**config.mk**
```make
export PLATFORM = sky130hd
export DESIGN_NAME = alu_div32
export DESIGN_NICKNAME = d
export VERILOG_FILES = /design/src/rtl/alu_div32.sv
export SDC_FILE = /design/constraint.sdc
export NUM_CORES = 1
export LEC_CHECK = 0
export BUFFER_PORTS_ARGS = -buffer_cell sky130_fd_sc_hd__buf_2
export CORE_ASPECT_RATIO = 1.75
export CORE_MARGIN = 8
export CORE_UTILIZATION = 45
export DETAILED_ROUTE_END_ITERATION = 16
export GPL_TIMING_DRIVEN = 0
export PLACE_DENSITY = 0.69
export SETUP_SLACK_MARGIN = 0.1
export SLEW_MARGIN = 30
export SYNTH_ARGS = -nofsm -noshare
export SYNTH_HDL_FRONTEND = slang
export SYNTH_SLANG_ARGS = --single-unit
export TNS_END_PERCENT = 5
```
**constraint.sdc**
```tcl
create_clock -name clock -period 5.9 [get_ports clock]
set_input_delay 0.295 -clock clock [delete_from_list [all_inputs] [get_ports clock]]
set_output_delay 0.295 -clock clock [all_outputs]
set_load 0.05 [all_outputs]
```
**src/rtl/alu_div32.sv**
```systemverilog
// Sequential 32-bit signed divider: restoring division on magnitudes, one quotient
// bit per clock, sign fix-up at the end, result packed as {remainder, quotient}.
module alu_div32 (
  input  logic        clock,
  input  logic        clear,
  input  logic        start,
  input  logic [31:0] a,
  input  logic [31:0] b,
  output logic [63:0] p,
  output logic        busy,
  output logic        done,
  output logic        div_zero
);

  typedef enum logic [1:0] {IDLE, DIVIDE, FIX} state_t;

  state_t      state;
  logic        sa;
  logic        sb;
  logic        b_zero;
  logic [31:0] q;
  logic [32:0] d;
  logic [31:0] r;
  logic [4:0]  count;

  logic [31:0] abs_a;
  logic [31:0] abs_b;
  logic [32:0] r_shift;
  logic [32:0] diff;
  logic [31:0] quo_fix;
  logic [31:0] rem_fix;
  logic [31:0] zero_rem;

  // The partial remainder always stays below the divisor, so 32 stored bits
  // are enough; the shifted/trial values carry the extra sign bit.
  always_comb begin
    abs_a    = a[31] ? -a : a;
    abs_b    = b[31] ? -b : b;
    r_shift  = {r, q[31]};
    diff     = r_shift - d;
    quo_fix  = (sa ^ sb) ? -q : q;
    rem_fix  = sa ? -r : r;
    zero_rem = sa ? -q : q;
  end

  always_ff @(posedge clock or posedge clear) begin
    if (clear) begin
      state    <= IDLE;
      sa       <= 1'b0;
      sb       <= 1'b0;
      b_zero   <= 1'b0;
      q        <= '0;
      d        <= '0;
      r        <= '0;
      count    <= '0;
      p        <= '0;
      busy     <= 1'b0;
      done     <= 1'b0;
      div_zero <= 1'b0;
    end else begin
      done <= 1'b0;
      case (state)
        IDLE: begin
          if (start) begin
            sa     <= a[31];
            sb     <= b[31];
            q      <= abs_a;
            d      <= {1'b0, abs_b};
            r      <= '0;
            count  <= '0;
            b_zero <= (b == 32'h0);
            busy   <= 1'b1;
            state  <= (b == 32'h0) ? FIX : DIVIDE;
          end
        end
        DIVIDE: begin
          if (!diff[32]) begin
            r <= diff[31:0];
            q <= {q[30:0], 1'b1};
          end else begin
            r <= r_shift[31:0];
            q <= {q[30:0], 1'b0};
          end
          count <= count + 5'd1;
          if (count == 5'd31) state <= FIX;
        end
        FIX: begin
          // On divide by zero Q still holds |a|, so re-signing it restores a.
          p        <= b_zero ? {zero_rem, 32'hFFFF_FFFF} : {rem_fix, quo_fix};
          done     <= 1'b1;
          div_zero <= b_zero;
          busy     <= 1'b0;
          state    <= IDLE;
        end
        default: state <= IDLE;
      endcase
    end
  end

endmodule
```
Word-level counts from Yosys, hierarchy flattened
Cells that the tools add are included.
{"block": "op_classes", "add_sub_neg": 6, "eq_ne": 5, "n_mux": 21, "bitwise": 1, "reduce_logical": 8}
{"operator": "32-bit two-way mux", "count": 8}
{"operator": "32-bit negation", "count": 4}
{"operator": "32-bit case mux with 2 select lines", "count": 2}
{"operator": "64-bit two-way mux", "count": 1}
{"operator": "33-bit by 32-bit subtractor with 33-bit output", "count": 1}
{"operator": "32-bit logical NOT", "count": 1}
{"operator": "5-bit case mux with 2 select lines", "count": 1}
{"operator": "2-bit AND reduction", "count": 4}
{"operator": "2-bit two-way mux", "count": 3}
{"operator": "5-bit by 1-bit adder with 5-bit output, second input constant", "count": 1}
{"operator": "5-bit == test, second input constant", "count": 1}
{"operator": "5-bit two-way mux", "count": 1}
{"operator": "2-bit != test, second input constant", "count": 2}
{"operator": "2-bit case mux with 2 select lines", "count": 1}
{"operator": "2-bit nonzero test", "count": 2}
{"operator": "1-bit two-way mux", "count": 3}
{"operator": "2-bit by 1-bit == test with 1-bit output, second input constant", "count": 1}
{"operator": "2-bit == test, second input constant", "count": 1}
{"operator": "2-bit logical NOT", "count": 1}
{"operator": "1-bit case mux with 2 select lines", "count": 1}
{"operator": "1-bit bitwise XOR", "count": 1}
{"block": "word_totals", "reg_bits": 173, "in_bits": 67, "out_inout_bits": 67}

Longest topological paths before layout
{"block": "logic_depth", "ltp_word": 4, "ltp_mapped": 14, "depth_no_buf": 12}

Worst setup path before layout
Ideal clock, no wire load.
{"block": "synth_path", "path_kind": "register to register", "startpoint": "register q[31]", "endpoint": "register r[10]", "setup_time_ns": 0.134, "t_arrival_ns": 3.269, "required_ns": 5.766, "setup_slack_ns": 2.497, "path_stages_with_launch": 15, "n_path_buf": 2, "path_cell_list": "dfrtp_1 inv_1 ha_1 fa_1 inv_1 a21o_1 a221o_1 a41oi_1 a211oi_1 o211a_1 clkbuf_1 a211oi_2 buf_2 mux2i_1 o21ai_0"}
{"block": "synth_between", "elab_chain_cells": 3}
{"item": "from (decl)", "line_no": "21", "text": "logic [31:0] q;"}
{"item": "from (signal assigned)", "line_no": "67", "text": "q <= abs_a;"}
{"item": "from (signal assigned)", "line_no": "79", "text": "q <= {q[30:0], 1'b1};"}
{"item": "from (signal assigned)", "line_no": "82", "text": "q <= {q[30:0], 1'b0};"}
{"item": "33-bit by 32-bit subtractor with 33-bit output", "line_no": "40", "text": "diff = r_shift - d;"}
{"item": "32-bit two-way mux", "line_no": "77", "text": "if (!diff[32]) begin"}
{"item": "32-bit case mux with 2 select lines", "line_no": "62", "text": "case (state)"}
{"item": "to (signal assigned)", "line_no": "78", "text": "r <= diff[31:0];"}
{"item": "to (signal assigned)", "line_no": "81", "text": "r <= r_shift[31:0];"}
{"item": "to (decl)", "line_no": "23", "text": "logic [31:0] r;"}
Every way passes these cells.
A chain may end at the register's enable or synchronous reset.

Worst setup path after layout
{"block": "layout_path", "startpoint": "register q[31]", "endpoint": "register r[28]"}
Same word-level chain as after synthesis.

==> flow_results.xml <==
<?xml version="1.0" encoding="UTF-8"?>
<metrics>
  <group name="timing">
    <metric name="final_min_period_over_clock_period" unit="">0.781</metric>
    <metric name="rsz0062_at_grt" unit="">false</metric>
    <metric name="maxSlewViolCount" unit="">0</metric>
    <metric name="hold_violations" unit="">0</metric>
    <metric name="timing.fmax" unit="MHz">217</metric>
    <metric name="period_minus_slack" unit="ns">4.61</metric>
    <metric name="fin_tns_setup" unit="ns">0</metric>
    <metric name="timing_worst_slew_pin_value" unit="ns">0.966</metric>
    <metric name="tightest_slew_margin_relative_to_the_limit" unit="">0.350</metric>
    <metric name="skew" unit="ns">0.00873</metric>
    <metric name="worst_slack" unit="ns">1.29</metric>
    <metric name="setup_violations" unit="">0</metric>
  </group>
  <group name="placement">
    <metric name="place_worst_setup_slack" unit="ns">1.33</metric>
    <metric name="post-dp-hpwl" unit="mm">29.8</metric>
    <metric name="port_buffers" unit="">133</metric>
    <metric name="placedCellCount" unit="">1878</metric>
    <metric name="place.gp.congestion" unit="">0.904</metric>
  </group>
  <group name="floorplan">
    <metric name="design.die.area" unit="um^2">32200</metric>
    <metric name="initial_core_util" unit="">0.454</metric>
    <metric name="design.portCount" unit="">134</metric>
    <metric name="dieHeight" unit="um">231</metric>
    <metric name="core_outline_area" unit="um^2">26300</metric>
    <metric name="fp-row-count" unit="">79</metric>
    <metric name="dieWidth" unit="um">139</metric>
  </group>
  <group name="worst_setup_path">
    <metric name="critical_path.endpoint" unit="">r[28]$_DFFE_PP0P_</metric>
    <metric name="worst_r2r_startpoint" unit="">q[31]$_DFFE_PP0P_</metric>
    <metric name="regToRegEndpoint" unit="">r[28]$_DFFE_PP0P_</metric>
    <metric name="endpoint_kind" unit="">flop</metric>
    <metric name="timing.setup.critical_path_class" unit="">flop to flop</metric>
    <metric name="worstPathArrival" unit="ns">4.97</metric>
    <metric name="worstRegToRegCells" unit="">13</metric>
    <metric name="timing.critical_path.from_type" unit="">flop</metric>
    <metric name="path_max_fanout" unit="">10</metric>
    <metric name="rrSetupSlack" unit="ns">1.29</metric>
    <metric name="required" unit="ns">6.26</metric>
    <metric name="critical_path.startpoint" unit="">q[31]$_DFFE_PP0P_</metric>
  </group>
  <group name="synth">
    <metric name="synth-compound-area-share" unit="">0.231</metric>
    <metric name="synth_top_family_by_area" unit="">compound AO/OA/AOI/OAI gates</metric>
    <metric name="synth_adder_area_share" unit="">0.0415</metric>
    <metric name="postSynthRegisterBits" unit="">173</metric>
    <metric name="synth-async-reset-ratio" unit="">1.00</metric>
    <metric name="synth.cell_area" unit="um^2">11900</metric>
    <metric name="sequential_element_share_of_the_synthesized_area" unit="">0.363</metric>
    <metric name="synth_area_per_cell" unit="um^2">8.41</metric>
    <metric name="synth_simple_gate_area_share" unit="">0.168</metric>
    <metric name="netlist-cell-type-count" unit="">63</metric>
    <metric name="post_synth_xor_area_fraction" unit="">0.120</metric>
    <metric name="synth_warn" unit="">0</metric>
    <metric name="synth.mux.area_fraction" unit="">0.0264</metric>
    <metric name="postSynthNetCount" unit="">1525</metric>
    <metric name="dominantRegCellSynth" unit="">sky130_fd_sc_hd__dfrtp_1</metric>
    <metric name="synthCells" unit="">1419</metric>
    <metric name="number_of_enable_flip_flop_cells_after_synthesis" unit="">0</metric>
  </group>
  <group name="clocking">
    <metric name="clock_sinks" unit="">173</metric>
    <metric name="ctsRootBufferMaster" unit="">sky130_fd_sc_hd__clkbuf_16</metric>
    <metric name="cts_htree_levels" unit="">4</metric>
    <metric name="tritoncts_clock_tree" unit="">built</metric>
    <metric name="cts_buffers" unit="">17</metric>
    <metric name="insertion_delay" unit="ns">0.45</metric>
    <metric name="cts.repair_timing.setup_buffer_count" unit="">0</metric>
    <metric name="clockBufferDepth" unit="">2</metric>
    <metric name="cts.clk_slew.worst_paths" unit="ns">0.07</metric>
  </group>
  <group name="global_route">
    <metric name="groute.usage.overall" unit="">0.234</metric>
    <metric name="grt_max_degree" unit="">62</metric>
    <metric name="grt_pass1_vias" unit="">11300</metric>
    <metric name="antenna_found_initial" unit="">0</metric>
    <metric name="grt.overflow.total" unit="">0</metric>
    <metric name="grt_pass1_wl" unit="mm">60.0</metric>
  </group>
  <group name="route">
    <metric name="dr.pass1.iters" unit="">7</metric>
    <metric name="route.vias.total" unit="">11100</metric>
    <metric name="per_cell_routed_wire_length" unit="um">19.7</metric>
    <metric name="antenna_violating_nets_post_route" unit="">0</metric>
    <metric name="drt_wl_total" unit="mm">37.6</metric>
    <metric name="viasPerCell" unit="">5.83</metric>
    <metric name="drt_drc_violations_left" unit="">0</metric>
    <metric name="detail_route.iter0.violations" unit="">621</metric>
  </group>
  <group name="final_layout">
    <metric name="synthToLayoutAreaGrowth" unit="%">14.9</metric>
    <metric name="finalNetCount" unit="">1680</metric>
    <metric name="antenna_diode_count" unit="">0</metric>
    <metric name="finalCoreUtilization" unit="">0.521</metric>
    <metric name="drive_above_1_share" unit="">0.125</metric>
    <metric name="finish.cell_count_without_fillers" unit="">1910</metric>
  </group>
  <group name="min_path">
    <metric name="min_path_type" unit="">primary input to flop</metric>
  </group>
  <group name="pwr">
    <metric name="static-leakage-power" unit="nW">6.01</metric>
    <metric name="vdd.ir_drop.worst" unit="uV">312</metric>
    <metric name="power.density" unit="nW/um^2">624</metric>
  </group>
  <group name="outcome">
    <metric name="run_status" unit="">finished clean</metric>
  </group>
  <group name="job">
    <metric name="timing.max_cap.violations" unit="">0</metric>
  </group>
</metrics>
[layout by cell type (no fill, tap or decap), types with 17 or more instances in the layout]
cell type                   count
sky130_fd_sc_hd__a21oi_1       86
sky130_fd_sc_hd__a22oi_1       31
sky130_fd_sc_hd__buf_2        138
sky130_fd_sc_hd__clkbuf_1      86
sky130_fd_sc_hd__clkbuf_16     17
sky130_fd_sc_hd__dfrtp_1      173
sky130_fd_sc_hd__ha_1          38
sky130_fd_sc_hd__inv_1         48
sky130_fd_sc_hd__mux2i_1       27
sky130_fd_sc_hd__nand2_1      179
sky130_fd_sc_hd__nand2b_1      20
sky130_fd_sc_hd__nand3_1       34
sky130_fd_sc_hd__nor2_1        66
sky130_fd_sc_hd__o21ai_0      191
sky130_fd_sc_hd__o31ai_1       44
sky130_fd_sc_hd__or3_1         17
sky130_fd_sc_hd__or4_1         20
sky130_fd_sc_hd__xnor2_1       48
sky130_fd_sc_hd__xor2_1       115
[what timing repair did]
action	CTS	global route
hold buffers	1	0
hold endpoints to repair	53	0
gates resized for setup	0	0
setup endpoints to repair	0	0
[report_power, final]
| part | internal (mW) | switching (mW) | total (mW) | leakage, nW |
|---|---|---|---|---|
| registers | 1.65 | 0.454 | 2.10 | 2.07 |
| logic | 2.00 | 3.23 | 5.23 | 3.63 |
| clock network | 0.729 | 0.485 | 1.21 | 0.307 |
[cell type report]
| class | instances | area (um^2) |
|---|---|---|
| fill | 2565 | 12600 |
| inverter | 49 | 191 |
| sequential | 173 | 4330 |
| tap | 324 | 405 |
| clock inverter | 10 | 161 |
| buffer | 104 | 423 |
| multi-input combinational | 1093 | 7000 |
| clock buffer | 21 | 460 |
| timing repair buffer | 136 | 731 |
[per-stage QoR]
| stage | power (mW) | area (um^2) | hold slack (ns) |
|---|---|---|---|
| CTS | 8.52 | 13700 | 0.0571 |
| floorplan | 5.96 | 11900 | 0.392 |
| finish | 8.55 | 13700 | 0.0759 |
| global route | 9.21 | 13700 | 0.0982 |
| global placement | 7.19 | 13000 | 0.451 |
| detailed placement | 7.28 | 13100 | 0.345 |
[layer usage]
metal	routed length (um)	GRT usage
met3	1550	0.0379
met4	1830	0.135
met5	0	0
met1	14200	0.242
met2	20000	0.439
[worst max-delay path, stage by stage, from the launching register on]
cell and delay [ns]:
sky130_fd_sc_hd__dfrtp_1 0.36, sky130_fd_sc_hd__inv_1 0.14, sky130_fd_sc_hd__ha_1 0.27, sky130_fd_sc_hd__fa_1 0.41
sky130_fd_sc_hd__inv_1 0.08, sky130_fd_sc_hd__a21o_1 0.13, sky130_fd_sc_hd__a221o_1 0.21, sky130_fd_sc_hd__a41oi_1 0.25
sky130_fd_sc_hd__a211oi_1 0.62, sky130_fd_sc_hd__o21ai_1 0.38, sky130_fd_sc_hd__a211oi_2 0.79, sky130_fd_sc_hd__buf_2 0.41
sky130_fd_sc_hd__nand2_1 0.19, sky130_fd_sc_hd__o211ai_1 0.26
[Yosys cell counts, types with 27 or more instances]
| master | count | area [um^2] |
|---|---|---|
| sky130_fd_sc_hd__a21oi_1 | 86 | 430 |
| sky130_fd_sc_hd__xnor2_1 | 48 | 420 |
| sky130_fd_sc_hd__inv_1 | 49 | 184 |
| sky130_fd_sc_hd__a22oi_1 | 31 | 233 |
| sky130_fd_sc_hd__xor2_1 | 115 | 1010 |
| sky130_fd_sc_hd__o31ai_1 | 44 | 330 |
| sky130_fd_sc_hd__mux2i_1 | 27 | 270 |
| sky130_fd_sc_hd__nand2_1 | 179 | 672 |
| sky130_fd_sc_hd__ha_1 | 38 | 475 |
| sky130_fd_sc_hd__dfrtp_1 | 173 | 4330 |
| sky130_fd_sc_hd__clkbuf_1 | 84 | 315 |
| sky130_fd_sc_hd__o21ai_0 | 191 | 956 |
| sky130_fd_sc_hd__nand3_1 | 34 | 170 |
| sky130_fd_sc_hd__nor2_1 | 66 | 248 |
[how the worst min path moves through the flow]
| stage | from | to | slack [ns] | cells past startpoint |
|---|---|---|---|---|
| 2_1_floorplan | b[30] | d[31]$_DFFE_PP0P_ | 0.39 | 1 |
| 3_3_place_gp | p[31]$_DFFE_PP0P_ | p[31]$_DFFE_PP0P_ | 0.45 | 2 |
| 3_5_place_dp | clear | p[9]$_DFFE_PP0P_ | 0.34 | 2 |
| 4_1_cts | b[30] | d[31]$_DFFE_PP0P_ | 0.06 | 2 |
| 5_1_grt | b[30] | d[31]$_DFFE_PP0P_ | 0.1 | 2 |
| 6_report | b[30] | d[31]$_DFFE_PP0P_ | 0.08 | 2 |
[sequential cells by signal (all words and copies together), names as in the netlist]
| signal | flops |
|---|---|
| count | 5 |
| sa | 1 |
| r | 32 |
| div_zero | 1 |
| q | 32 |
| done | 1 |
| p | 64 |
| d | 32 |
| b_zero | 1 |
| sb | 1 |
| state | 2 |
| busy | 1 |
[cells by family (layout without fill, tap and decap cells)]
kind of cell / Yosys count / in the layout
AND/OR/NAND/NOR: 415 / 415
buffers and inverters: 153 / 320
flip-flops: 173 / 173
adder cells (fa/ha/maj): 39 / 39
multiplexers: 30 / 30
XOR/XNOR: 163 / 163
AO/OA/AOI/OAI: 446 / 446
No activity file was read; power rests on OpenSTA's default activity.
